## config.mk

```make
export PLATFORM = sky130hd
export DESIGN_NAME = aha_clk_div_sel_ctrl
export DESIGN_NICKNAME = d
export VERILOG_FILES = /design/src/rtl/aha_clk_div_sel_ctrl.sv
export SDC_FILE = /design/constraint.sdc
export NUM_CORES = 1
export LEC_CHECK = 0
export ABC_AREA = 1
export ABC_CLOCK_PERIOD_IN_PS = 1900
export BUFFER_PORTS_ARGS = -buffer_cell sky130_fd_sc_hd__buf_2
export CAP_MARGIN = 0
export CELL_PAD_IN_SITES_DETAIL_PLACEMENT = 0
export CELL_PAD_IN_SITES_GLOBAL_PLACEMENT = 1
export CORE_UTILIZATION = 32
export DETAILED_ROUTE_END_ITERATION = 6
export GPL_TIMING_DRIVEN = 0
export PLACE_DENSITY = 0.75
export SLEW_MARGIN = 25
export SYNTH_ARGS = -nofsm -noshare
export SYNTH_HDL_FRONTEND = slang
export SYNTH_SLANG_ARGS = --single-unit
```

## constraint.sdc

```tcl
create_clock -name CLK -period 1.9 [get_ports CLK]
set_clock_uncertainty 0.05 [all_clocks]
set_input_delay 0.19 -clock CLK [delete_from_list [all_inputs] [get_ports CLK]]
set_output_delay 0.19 -clock CLK [all_outputs]
set_load 0.02 [all_outputs]
```

## src/rtl/aha_clk_div_sel_ctrl.sv

```systemverilog
// Glitch-free divided-clock select sequencer: gate off, align to divider phase, switch, settle, re-enable.
// Optional feature macro AHA_CLK_SEL_PENDING_EN adds a one-entry pending request buffer.
module aha_clk_div_sel_ctrl #(
  parameter logic [2:0]  RESET_SEL       = 3'd0,
  parameter int unsigned GATE_OFF_CYCLES = 4,
  parameter int unsigned SETTLE_CYCLES   = 2
) (
  input  logic       CLK,
  input  logic       RESET,
  input  logic       REQ_VALID,
  input  logic [2:0] REQ_SEL,
  output logic       REQ_READY,
  output logic [2:0] DIV_SEL,
  output logic       CLK_EN,
  output logic       BUSY,
  output logic       ACK,
  output logic       ERR
);

  localparam logic [3:0] GATE_LOAD   = 4'(GATE_OFF_CYCLES - 1);
  localparam logic [3:0] SETTLE_LOAD = 4'(SETTLE_CYCLES - 1);
  localparam logic [2:0] MAX_SEL     = 3'd5;
  localparam logic [4:0] ALIGN_PHASE = 5'h1F;

  typedef enum logic [2:0] {S_IDLE, S_GATE, S_ALIGN, S_SWITCH, S_SETTLE} state_t;

  state_t     state_q, state_d;
  logic [4:0] phase_q, phase_d;
  logic [3:0] cnt_q, cnt_d;
  logic [2:0] target_q, target_d;
  logic [2:0] div_sel_q, div_sel_d;
  logic       clk_en_q, clk_en_d;
  logic       busy_q, busy_d;
  logic       ack_q, ack_d;
  logic       err_q, err_d;
  logic       ready_q, ready_d;
  logic       accept;
  logic       cmd_valid;
  logic [2:0] cmd_sel;
`ifdef AHA_CLK_SEL_PENDING_EN
  logic       pend_q, pend_d;
  logic [2:0] pend_sel_q, pend_sel_d;
`endif

  always_comb begin
    state_d   = state_q;
    phase_d   = phase_q + 5'd1;
    cnt_d     = cnt_q;
    target_d  = target_q;
    div_sel_d = div_sel_q;
    clk_en_d  = clk_en_q;
    busy_d    = busy_q;
    ack_d     = 1'b0;
    err_d     = 1'b0;
    accept    = REQ_VALID && ready_q;
    cmd_valid = 1'b0;
    cmd_sel   = REQ_SEL;
`ifdef AHA_CLK_SEL_PENDING_EN
    pend_d     = pend_q;
    pend_sel_d = pend_sel_q;
    // A held request takes priority in IDLE; ready is low then, so no new accept can collide.
    if (state_q == S_IDLE) begin
      if (pend_q) begin
        cmd_valid = 1'b1;
        cmd_sel   = pend_sel_q;
        pend_d    = 1'b0;
      end else begin
        cmd_valid = accept;
      end
    end else if (accept) begin
      pend_d     = 1'b1;
      pend_sel_d = REQ_SEL;
    end
`else
    cmd_valid = accept && (state_q == S_IDLE);
`endif

    case (state_q)
      S_IDLE: begin
        if (cmd_valid) begin
          if (cmd_sel > MAX_SEL) begin
            err_d = 1'b1;
          end else if (cmd_sel == div_sel_q) begin
            ack_d = 1'b1;
          end else begin
            target_d = cmd_sel;
            state_d  = S_GATE;
            cnt_d    = GATE_LOAD;
            clk_en_d = 1'b0;
            busy_d   = 1'b1;
          end
        end
      end
      S_GATE: begin
        if (cnt_q == '0) state_d = S_ALIGN;
        else             cnt_d   = cnt_q - 4'd1;
      end
      S_ALIGN: begin
        if (phase_q == ALIGN_PHASE) state_d = S_SWITCH;
      end
      S_SWITCH: begin
        div_sel_d = target_q;
        state_d   = S_SETTLE;
        cnt_d     = SETTLE_LOAD;
      end
      S_SETTLE: begin
        if (cnt_q == '0) begin
          state_d  = S_IDLE;
          clk_en_d = 1'b1;
          busy_d   = 1'b0;
          ack_d    = 1'b1;
        end else begin
          cnt_d = cnt_q - 4'd1;
        end
      end
      default: state_d = S_IDLE;
    endcase

`ifdef AHA_CLK_SEL_PENDING_EN
    ready_d = !pend_d;
`else
    ready_d = (state_d == S_IDLE);
`endif
  end

  always_ff @(posedge CLK) begin
    if (RESET) begin
      state_q    <= S_IDLE;
      phase_q    <= '0;
      cnt_q      <= '0;
      target_q   <= RESET_SEL;
      div_sel_q  <= RESET_SEL;
      clk_en_q   <= 1'b1;
      busy_q     <= 1'b0;
      ack_q      <= 1'b0;
      err_q      <= 1'b0;
      ready_q    <= 1'b1;
`ifdef AHA_CLK_SEL_PENDING_EN
      pend_q     <= 1'b0;
      pend_sel_q <= '0;
`endif
    end else begin
      state_q    <= state_d;
      phase_q    <= phase_d;
      cnt_q      <= cnt_d;
      target_q   <= target_d;
      div_sel_q  <= div_sel_d;
      clk_en_q   <= clk_en_d;
      busy_q     <= busy_d;
      ack_q      <= ack_d;
      err_q      <= err_d;
      ready_q    <= ready_d;
`ifdef AHA_CLK_SEL_PENDING_EN
      pend_q     <= pend_d;
      pend_sel_q <= pend_sel_d;
`endif
    end
  end

  assign REQ_READY = ready_q;
  assign DIV_SEL   = div_sel_q;
  assign CLK_EN    = clk_en_q;
  assign BUSY      = busy_q;
  assign ACK       = ack_q;
  assign ERR       = err_q;

endmodule

```

# Word level (Yosys, flattened, before mapping)
# Index checks and enable logic that the tools add are counted.
# word_totals
reg_bits	23
in_bits	6
output_inout_bits	8
word_cells	68
# classes
muxes	28
add_sub_neg	2
n_lt_le_gt_ge	1
reduce_logical	12
bitwise_logic	4
eq_ne	11
# op_table
op	n
$mux 3	6
$mux 4	4
$pmux 3 s5	1
$mux 1	13
$pmux 4 s3	1
$ne 2x2->1 const B	5
$reduce_and 5->1	2
$eq 3x2->1 const B	2
$logic_not 3->1	2
$pmux 1 s2	3
$add 5x1->5 const B	1
$eq 5x5->1 const B	1
$logic_not 4->1	1
$not 1->1	4
$reduce_and 4->1	1
$sub 4x1->4 const B	1
$eq 3x1->1 const B	1
$eq 3x3->1	1
$eq 3x3->1 const B	1
$gt 3x3->1 const B	1
$reduce_bool 3->1	1
$reduce_or 3->1	1
$logic_and 1x1->1	2
$reduce_bool 2->1	1
$reduce_or 2->1	1

# Depth between registers and ports, before layout
# Gate-level depths: netlist (run 1).
# logic_depth
ltp_word	6
ltp_mapped	11
ltp_nobuf	11

# Worst setup path before layout (run 1)
# No wires, ideal clock.
# synth_timing
path_type	reg2reg
startpoint	register cnt_q[0]
endpoint	register cnt_q[0]
synth_period_minus_slack_ns	1.340
path_stages_with_launch	12
setup_time_ns	0.113
t_required_ns	1.737
path_buffers	0
path_slack_ns	0.560
t_arrival_ns	1.177
cell_sequence	dfxtp_1 inv_1 ha_1 nand2_1 nor2_2 nor2_4 nor2_2 nor2_4 nand2_4 nand2_1 nand2_1 nor2_1
# synth_via
elab_chain_len	3
elab_cells_between_ends	6
classes_between	add/sub (1); eq/ne (1); mux (2); reduce/logical (2)
# synth_rtl
item	line_no	text
start: declaration	29	logic [3:0] cnt_q, cnt_d;
start signal: assignment	145	cnt_q <= cnt_d;
$sub 4x1->4 or $logic_not 4->1 (tied branches)	--	
$mux 4 or $ne 2x2->1 (tied branches)	--	
$pmux 4 s3 or $reduce_and 5->1 (tied branches)	--	
# Several ways; a longest one is shown, not always the timed one. The select of a mux whose other input is x is not followed.
# A chain may end at the register's enable or synchronous reset.

# Final worst setup path (run 1)
# layout_timing
startpoint	register cnt_q[0]
endpoint	register ready_q, in the netlist REQ_READY
# layout_via
elab_chain_len	4
elab_cells_between_ends	5
classes_between	mux (3); reduce/logical (2)
# layout_rtl
item	line_no	text
$logic_not 4->1 (*)	95, 107	
$mux 3, on equally long branches	107, 95	
$pmux 3 s5 (*)	78	case (state_q)
$logic_not 3->1 (*)	122	ready_d = (state_d == S_IDLE);
end signal: assignment	152	ready_q <= ready_d;
end: declaration	36	logic ready_q, ready_d;
# Every way passes the cells marked *; elsewhere a longest branch is shown, timed or not.

==> reports/metrics.csv, run 1 <==
metric;value;unit
outcome;finished clean;
Final Wtd Congestion;0.7538;
Cells after Synth;148;
power per cell area;932.0;mW/mm2
CTS H-Tree Depth;1;
Mapped Area;0.001095;mm2
initial drt markers;33;
Worst Tran Pin Value;0.5066;ns
share of post-route cells with drive strength above 1;20.00;%
Port Buf Inserts;13;
core area;0.003153;mm2
Post-synth ARST share;0;%
Avg Inst Size Synth;7.397;um2
Worst-path clk slew;0.14;ns
crit start category;flip-flop;
Area Growth Syn to Fin;13.71;%
row count;20;
Pre-antenna DRT Iters;4;
Worst Path Arrival;1.65;ns
number of global-route vias before repair;843;
Worst Hold Class;primary input to flip-flop;
top cells by area, synth;dfxtp_1, nand2_1, a21oi_1, inv_1, nor2_1;
max incr delay on CP;0.34;ns
Setup TNS;0;ns
post-route setup slack;0.4314;ns
I/O pin cnt;14;
ys flop type;dfxtp_1;
Peak Freq;0.6809;GHz
FF-to-FF End;REQ_READY$_SDFF_PP1_;
Syn Nets;158;
share of the synthesized area in the top cell type;42.06;%
antenna cells;0;
Leak Pwr;0.5598;nW
dpl ws;0.4427;ns
pins over their slew limit;0;
first-pass GRT wire length;3601;um
worst setup path start;cnt_q[0]$_SDFFE_PP0P_;
worst-path fanout max;5;
relative slew slack;66.23;%
sequential area share after synthesis;42.06;%
setup slack, reg-to-reg;0.43;ns
largest net degree at the start of global routing;15;
Residual DRC;0;
Congestion Overflow GR;0;
buffers inserted by post-CTS timing repair;0;
Register-to-Register Path Depth;7;
fin crit share;77.29;%
Worst VDD drop;0.3721;mV
most area-hungry cell type in the Yosys netlist;dfxtp_1;
Via density;4.478;
max cap viols;0;
Required @ worst endpoint;2.08;ns
post-CTS sizing;0;
Post-layout nets;176;
worst r2r src;cnt_q[0]$_SDFFE_PP0P_;
Hold Fails Final Rpt;0;
Root Buffer;clkbuf_4;
Vias;936;
antenna violations before repair;0;
minimum clock period;1.469;ns
chip height;60.49;um
post-synthesis cell type count;20;
Die Width;60.49;um
Initial Utilization;34.72;%
Max clock buf depth;2;
dpl hpwl;1617;um
GR Util All Layers;13.52;%
# hold bufs at CTS;0;
Final setup viols;0;
CTS tree;yes;
Crit Path Category;flip-flop to flip-flop;
CTS buffer count;3;
#FFs+latches synth;23;
Ys Warns;0;
Clk Latency, worst-skew pair;0.33;ns
final wirelength;2188;um
filler instances;363;
post-route ant nets;0;
number of synthesized flops with an enable pin;0;
Sink Count;23;
RSZ-0062 raised after global routing;false;
Synth top cells by count;nand2_1, dfxtp_1, inv_1;
crit-path cells;inv_1 > ha_1 > nand3_1 > o21ai_2 > o21ai_0 > nand4_1 > nand2_1;
Worst path slowest cell;dfxtp_1;
most common cell in the netlist;nand2_1;
worst setup path end;REQ_READY$_SDFF_PP1_;
Wirelength per Cell;10.47;um
DIE AREA;0.003659;mm2
critical path capture point type;flip-flop;
-- power by group --
group / switching (mW) / internal, mW
sequential: 0.0323 / 0.530
clock: 0.169 / 0.0806
combinational: 0.225 / 0.123
-- worst max-delay path, delay by kind of cell, from the launching register on --
family                   cells  cell delay (ns)
AO/OA/AOI/OAI                2             0.37
flip-flops                   1             0.34
AND/OR/NAND/NOR              3             0.32
buffers and inverters        1             0.13
adder cells (fa/ha/maj)      1             0.18
-- registers in the layout (all words and copies together), names as in the netlist --
register and count:
DIV_SEL 3, REQ_READY 1, state_q 3, target_q 3
ACK 1, BUSY 1, cnt_q 4, phase_q 5
ERR 1, CLK_EN 1
-- layout make-up --
| cell class | instances | area (um2) | area share (%) |
|---|---|---|---|
| multi-input cells | 105 | 559.3 | 44.92 |
| flip-flops and latches | 23 | 460.4 | 36.99 |
| inverters | 19 | 71.32 | 5.729 |
| repair buffers | 13 | 65.06 | 5.226 |
| well taps | 44 | 55.05 | 4.422 |
| clock buffers | 3 | 22.52 | 1.809 |
| clock inverters | 1 | 7.507 | 0.6030 |
| plain buffers | 1 | 3.754 | 0.3015 |
-- worst min path at each step --
stage | startpoint | end | slack [ns] | cells past startpoint
final | RESET | cnt_q[3]$_SDFFE_PP0P_ | 0.03 | 2
after global routing | RESET | cnt_q[3]$_SDFFE_PP0P_ | 0.03 | 2
after CTS | RESET | ACK$_SDFF_PP0_ | 0.03 | 2
after detailed placement | RESET | cnt_q[2]$_SDFFE_PP0P_ | 0.40 | 2
after global placement | phase_q[0]$_SDFF_PP0_ | phase_q[0]$_SDFF_PP0_ | 0.38 | 1
after floorplan | RESET | ACK$_SDFF_PP0_ | 0.21 | 1
-- cell usage in the layout, fill, tap and decap left out --
cell type	n
inv_1	18
clkbuf_4	3
o21ai_0	6
nand4_1	3
clkinvlp_4	1
a21oi_1	14
clkbuf_1	1
buf_2	13
ha_1	4
dfxtp_1	23
nand3_1	12
nor2_2	4
inv_2	1
nor2_4	3
nand2_2	3
o21ai_2	1
xnor2_1	2
nand2_1	31
nand2_4	1
nor2_1	17
nor3_2	1
nor3_1	1
nand3_2	2
-- through the flow --
step           area [um2]  total power [mW]  cells  util [%]  hold WS (ns)
2_1_floorplan        1095            0.8458    148         -        0.2091
3_3_place_gp         1215            0.9163    205     38.53        0.3832
3_5_place_dp         1215            0.9207    205     38.53        0.3952
4_1_cts              1245             1.171    209     39.48       0.02753
5_1_grt              1245             1.239    209     39.48       0.03395
6_report             1245             1.160    209     39.48       0.03288
-- metal layers --
metal  share of wire [%]  track usage [%]
met2                  46            22.29
met1                  50            17.25
met5                   0                0
met3                 2.3            2.559
met4                 1.6            5.844
-- logic make-up (layout without fill, tap and decap cells) --
logic type,Yosys count,in the layout,synth area share (%)
buffers and inverters,20,37,6.856
flip-flops,23,23,42.06
AND/OR/NAND/NOR,78,78,34.97
adder cells (fa/ha/maj),4,4,4.572
XOR/XNOR,2,2,1.600
AO/OA/AOI/OAI,21,21,9.943
Power figures use the tool's default switching activity.
==> run 2, diff against run 1 <==
--- a/config.mk
+++ b/config.mk
@@ -6,7 +6,7 @@
 export NUM_CORES = 1
 export LEC_CHECK = 0
 export ABC_AREA = 1
-export ABC_CLOCK_PERIOD_IN_PS = 1900
+export ABC_CLOCK_PERIOD_IN_PS = 1300
 export BUFFER_PORTS_ARGS = -buffer_cell sky130_fd_sc_hd__buf_2
 export CAP_MARGIN = 0
 export CELL_PAD_IN_SITES_DETAIL_PLACEMENT = 0
@@ -14,7 +14,7 @@
 export CORE_UTILIZATION = 32
 export DETAILED_ROUTE_END_ITERATION = 6
 export GPL_TIMING_DRIVEN = 0
-export PLACE_DENSITY = 0.75
+export PLACE_DENSITY = 0.78
 export SLEW_MARGIN = 25
 export SYNTH_ARGS = -nofsm -noshare
 export SYNTH_HDL_FRONTEND = slang
==> constraint.sdc (replaced) <==
create_clock -name CLK -period 1.3 [get_ports CLK]
set_clock_uncertainty 0.05 [all_clocks]
set_input_delay 0.13 -clock CLK [delete_from_list [all_inputs] [get_ports CLK]]
set_output_delay 0.13 -clock CLK [all_outputs]
set_load 0.02 [all_outputs]
==> reports/metrics.csv, run 2 (same netlist as run 1, synthesis figures left out) <==
metric;value;unit;change
placed cells;205;;unchanged
worst-path fanout max;6;;+1
failing checks;setup timing;;
Required @ worst endpoint;1.50;ns;-0.58 ns
Post-layout nets;184;;+4.5%
Worst Hold Class;primary input to flip-flop;;
CTS buffer count;3;;unchanged
fin crit share;106.9;%;+30 points
number of global-route vias before repair;891;;+5.7%
Sink Count;23;;unchanged
fin cells;217;;+3.8%
Initial Utilization;34.72;%;unchanged
Worst Tran Pin Value;0.4736;ns;-0.03298 ns
Die Width;60.49;um;unchanged
Final setup viols;4;;+4
Congestion Overflow GR;0;;unchanged
core area;0.003153;mm2;unchanged
Vias;1010;;+7.9%
Area Growth Syn to Fin;29.49;%;
Top reg by flops;phase_q;;
Worst Path Arrival;1.59;ns;-0.06 ns
largest net degree at the start of global routing;15;;unchanged
biggest regs;phase_q x5, cnt_q x4;;
Max clock buf depth;2;;unchanged
CTS tree;yes;;
Root Buffer;clkbuf_4;;
Worst Hold Launch;REQ_SEL[1];;
post-route ant nets;0;;unchanged
CTS H-Tree Depth;1;;unchanged
antenna violations before repair;0;;unchanged
GR Util All Layers;14.40;%;+0.88 points
Setup TNS;-0.2882;ns;-0.2882 ns
initial drt markers;48;;+45%
I/O pin cnt;14;;unchanged
commonest non-fill, non-tap cell in the layout;nand2_1;;
Pre-antenna DRT Iters;4;;unchanged
Wirelength per Cell;11.15;um;+6.5%
row count;20;;unchanged
Clk Latency, worst-skew pair;0.32;ns;about the same
max reg flops;5;;unchanged
worst r2r src;cnt_q[1]$_SDFFE_PP0P_;;
Worst VDD drop;0.4899;mV;+32%
dpl hpwl;1717;um;+6.2%
critical path capture point type;flip-flop;;
DIE AREA;0.003659;mm2;unchanged
crit start category;flip-flop;;
Leak Pwr;0.6151;nW;+9.9%
Crit Path Category;flip-flop to flip-flop;;
max cap viols;0;;unchanged
share of post-route cells with drive strength above 1;36.99;%;+17 points
Via density;4.654;;+3.9%
first-pass GRT wire length;3836;um;+6.5%
Port Buf Inserts;13;;unchanged
commonest non-fill, non-tap cells in the layout;nand2_1, inv_1, nor2_1;;
Hold Fails Final Rpt;0;;unchanged
RSZ-0062 raised after global routing;true;;
Peak Freq;0.7197;GHz;+5.7%
outcome;finished, violations left;;
final wirelength;2419;um;+11%
pins over their slew limit;0;;unchanged
power per cell area;1314;mW/mm2;+41%
PnR Total Power;1.863;mW;+61%
Final Wtd Congestion;0.7766;;+3.0%
relative slew slack;68.43;%;+2.2 points
chip height;60.49;um;unchanged
antenna cells;0;;unchanged
worst setup path start;cnt_q[1]$_SDFFE_PP0P_;;
Residual DRC;0;;unchanged
post-route setup slack;-0.08954;ns;-0.5209 ns
minimum clock period;1.390;ns;-0.07907 ns
Worst-path clk slew;0.14;ns;about the same
-- run 2: cell type report --
type                            instances  area [um2]
Buffer                                  1       3.754
Sequential cell                        23       475.5
Clock buffer                            3       22.52
Inverter                               19       76.32
Timing Repair Buffer                   21       127.6
Fill cell                             339        1735
Tap cell                               44       55.05
Multi-Input combinational cell        105       649.4
Clock inverter                          1       7.507
-- run 2: what timing repair did --
action                                  4_1_cts  5_1_grt
gates resized for setup                      23        6
pin swaps                                    19       12
endpoints found under the setup margin       13       16
buffers inserted                              6        1
hold buffers                                  1        0
endpoints found under the hold margin         4        0
-- run 2: report_power, final --
part,internal [mW],switching (mW)
Combinational,0.277,0.391
Clock,0.117,0.231
Sequential,0.783,0.0642
-- run 2: final timing paths --
check	endpoint	slack, ns	cells after the start
worst max-delay path	cnt_q[0]$_SDFFE_PP0P_	-0.09	11
worst min-delay path	target_q[1]$_SDFFE_PP0P_	0.05	3
worst max register to register	cnt_q[0]$_SDFFE_PP0P_	-0.09	11
worst min register to register	BUSY$_SDFFE_PP0P_	0.42	2
-- run 2: worst max-delay path: stages, from the launching register on --
cell     delay, ns
dfxtp_2       0.36
inv_4         0.05
ha_4          0.17
nand2_4       0.06
nor2_4        0.04
nor2_4        0.13
nor2_4        0.05
nor2_4        0.15
nand2_4       0.09
nand2_2       0.06
nand2_1       0.04
nor2_1        0.09
-- run 2: through the flow --
stage	hold WS, ns	worst slack, ns	cell area, um2	util [%]
floorplan	0.1491	0.004268	1116	-
global placement	0.3158	-0.07167	1236	39.21
detailed placement	0.3323	-0.1192	1236	39.21
CTS	0.03263	-0.07746	1395	44.25
global route	0.03962	-0.1922	1418	44.96
finish	0.05008	-0.08954	1418	44.96
-- run 2: metal layers --
metal  global-route usage, %  vias up  wire (um)
met1                   17.49      465       1041
li1                        -      524          -
met3                   2.559        2        102
met2                   25.59       19       1259
met5                       0        -          0
met4                   4.870        0         15
==> run 3, diff against run 2 <==
--- a/config.mk
+++ b/config.mk
@@ -11,10 +11,10 @@
 export CAP_MARGIN = 0
 export CELL_PAD_IN_SITES_DETAIL_PLACEMENT = 0
 export CELL_PAD_IN_SITES_GLOBAL_PLACEMENT = 1
-export CORE_UTILIZATION = 32
+export CORE_UTILIZATION = 25
 export DETAILED_ROUTE_END_ITERATION = 6
 export GPL_TIMING_DRIVEN = 0
-export PLACE_DENSITY = 0.78
+export PLACE_DENSITY = 0.66
 export SLEW_MARGIN = 25
 export SYNTH_ARGS = -nofsm -noshare
 export SYNTH_HDL_FRONTEND = slang
==> reports/metrics.csv, run 3 (same netlist as run 1, synthesis figures left out) <==
metric;value;unit;change
fin crit share;108.1;%;+1.2 points
Port Buf Inserts;13;;unchanged
# hold bufs at CTS;0;;-1
Setup TNS;-0.4401;ns;-0.1520 ns
Worst path slowest cell;dfxtp_2;;
I/O pin cnt;14;;unchanged
WL met3;116;um;+14%
relative slew slack;62.25;%;-6.2 points
worst-path fanout max;6;;unchanged
commonest non-fill, non-tap cells in the layout;nand2_1, inv_1, dfxtp_1, nor2_1, buf_2;;
Final setup viols;8;;+4
share of post-route cells with drive strength above 1;44.57;%;+7.6 points
dpl hpwl;1755;um;+2.2%
GR Util All Layers;11.91;%;-2.5 points
core area;0.004115;mm2;+31%
Hold Fails Final Rpt;0;;unchanged
crit start category;flip-flop;;
PnR Total Power;2.033;mW;+9.1%
Final Wtd Congestion;0.7965;;+2.6%
initial drt markers;47;;-2.1%
Worst VDD drop;0.5485;mV;+12%
Root Buffer;clkbuf_8;;
Pre-antenna DRT Iters;2;;-2
final wirelength;2513;um;+3.9%
crit-path cells;inv_4 > ha_4 > nand2_4 > nor2_4 > nor2_4 > nor2_4 > nor2_4 > nand2_4 > nand2_1 > nand2_1 > nor2_1;;
Initial Utilization;26.60;%;-8.1 points
pins over their slew limit;0;;unchanged
Vias;1019;;+0.89%
chip height;68.18;um;+13%
power per cell area;1344;mW/mm2;+2.3%
outcome;finished, violations left;;
first-pass GRT wire length;4008;um;+4.5%
commonest non-fill, non-tap cell in the layout;nand2_1;;
CTS buffer count;3;;unchanged
Clk Latency, worst-skew pair;0.26;ns;-0.06 ns
Worst Path Buf+Inv;1;;unchanged
DIE AREA;0.004648;mm2;+27%
critical path capture point type;flip-flop;;
Peak Freq;0.7118;GHz;-1.1%
Worst Hold Class;primary input to flip-flop;;
biggest regs;phase_q x5, cnt_q x4;;
Top Metal Used;met4;;
Top reg by flops;phase_q;;
Residual DRC;0;;unchanged
Area Growth Syn to Fin;38.17;%;
Via density;4.529;;-2.7%
Max clock buf depth;2;;unchanged
Storage cell area;478.0;um2;+0.53%
number of global-route vias before repair;899;;+0.90%
Wirelength per Cell;11.17;um;+0.19%
Congestion Overflow GR;0;;unchanged
metal2 WL;1200;um;-4.7%
wire length on met1;1143;um;+9.8%
dpl ws;-0.1206;ns;-0.001402 ns
Crit Path Category;flip-flop to flip-flop;;
CTS H-Tree Depth;1;;unchanged
largest net degree at the start of global routing;15;;unchanged
failing checks;setup timing;;
Post-layout nets;186;;+1.1%
post-route setup slack;-0.1048;ns;-0.01529 ns
antenna violations before repair;0;;unchanged
Worst Tran Pin Value;0.5662;ns;+0.09256 ns
minimum clock period;1.405;ns;+0.01529 ns
kind of cell adding the most delay to the critical path;simple AND/OR/NAND/NOR gates;;
Required @ worst endpoint;1.45;ns;-0.05 ns
Sink Count;23;;unchanged
CP most frequent cell;nor2_4;;
row count;23;;+15%
filler instances;439;;+29%
Die Width;68.18;um;+13%
CTS tree;yes;;
post-route ant nets;0;;unchanged
max cap viols;0;;unchanged
multi-input logic area;699.4;um2;+7.7%
antenna cells;0;;unchanged
RSZ-0062 raised after global routing;true;;
max incr delay on CP;0.35;ns;about the same
Worst Path Arrival;1.56;ns;-0.03 ns
max reg flops;5;;unchanged
Leak Pwr;0.6483;nW;+5.4%
Worst-path clk slew;0.08;ns;-0.06 ns
-- run 3: where the power goes --
group / switching (mW) / total (mW) / internal, mW
Sequential: 0.0690 / 0.852 / 0.783
Clock: 0.237 / 0.454 / 0.217
Combinational: 0.414 / 0.728 / 0.314
-- run 3: path summary, 6_finish.rpt --
check,from,endpoint,slack (ns),cells after the start
max,cnt_q[1]$_SDFFE_PP0P_,cnt_q[1]$_SDFFE_PP0P_,-0.10,11
min,RESET,cnt_q[2]$_SDFFE_PP0P_,0.05,2
max reg2reg,cnt_q[1]$_SDFFE_PP0P_,cnt_q[1]$_SDFFE_PP0P_,-0.10,11
min reg2reg,target_q[1]$_SDFFE_PP0P_,target_q[1]$_SDFFE_PP0P_,0.42,2
-- run 3: per-stage QoR --
stage          util (%)  hold slack [ns]  cells  area (um2)
2_1_floorplan         -           0.1491    148        1116
3_3_place_gp      30.22           0.3212    211        1244
3_5_place_dp      30.22           0.3293    211        1244
4_1_cts           33.63          0.03727    221        1384
5_1_grt           36.76          0.03312    225        1513
6_report          36.76          0.05479    225        1513
-- run 3: layout make-up --
type,count,share of cell area [%]
Sequential cell,23,31.60
Inverter,19,5.045
Multi-Input combinational cell,105,46.24
Buffer,1,0.2481
Clock buffer,3,2.730
Clock inverter,1,0.4963
Timing Repair Buffer,23,9.512
Tap cell,50,4.136
-- run 3: routing by layer --
metal / up-vias / track usage, %
met5: - / 0
met4: 0 / 5.990
met3: 6 / 3.500
met2: 18 / 18.50
met1: 469 / 14.80
li1: 526 / -
-- run 3: timing repair --
| action | in CTS | in global routing |
|---|---|---|
| cloned | 0 | 0 |
| setup endpoints to repair | 11 | 15 |
| pin swaps | 9 | 16 |
| buffers inserted | 6 | 4 |
| gates resized for setup | 15 | 27 |
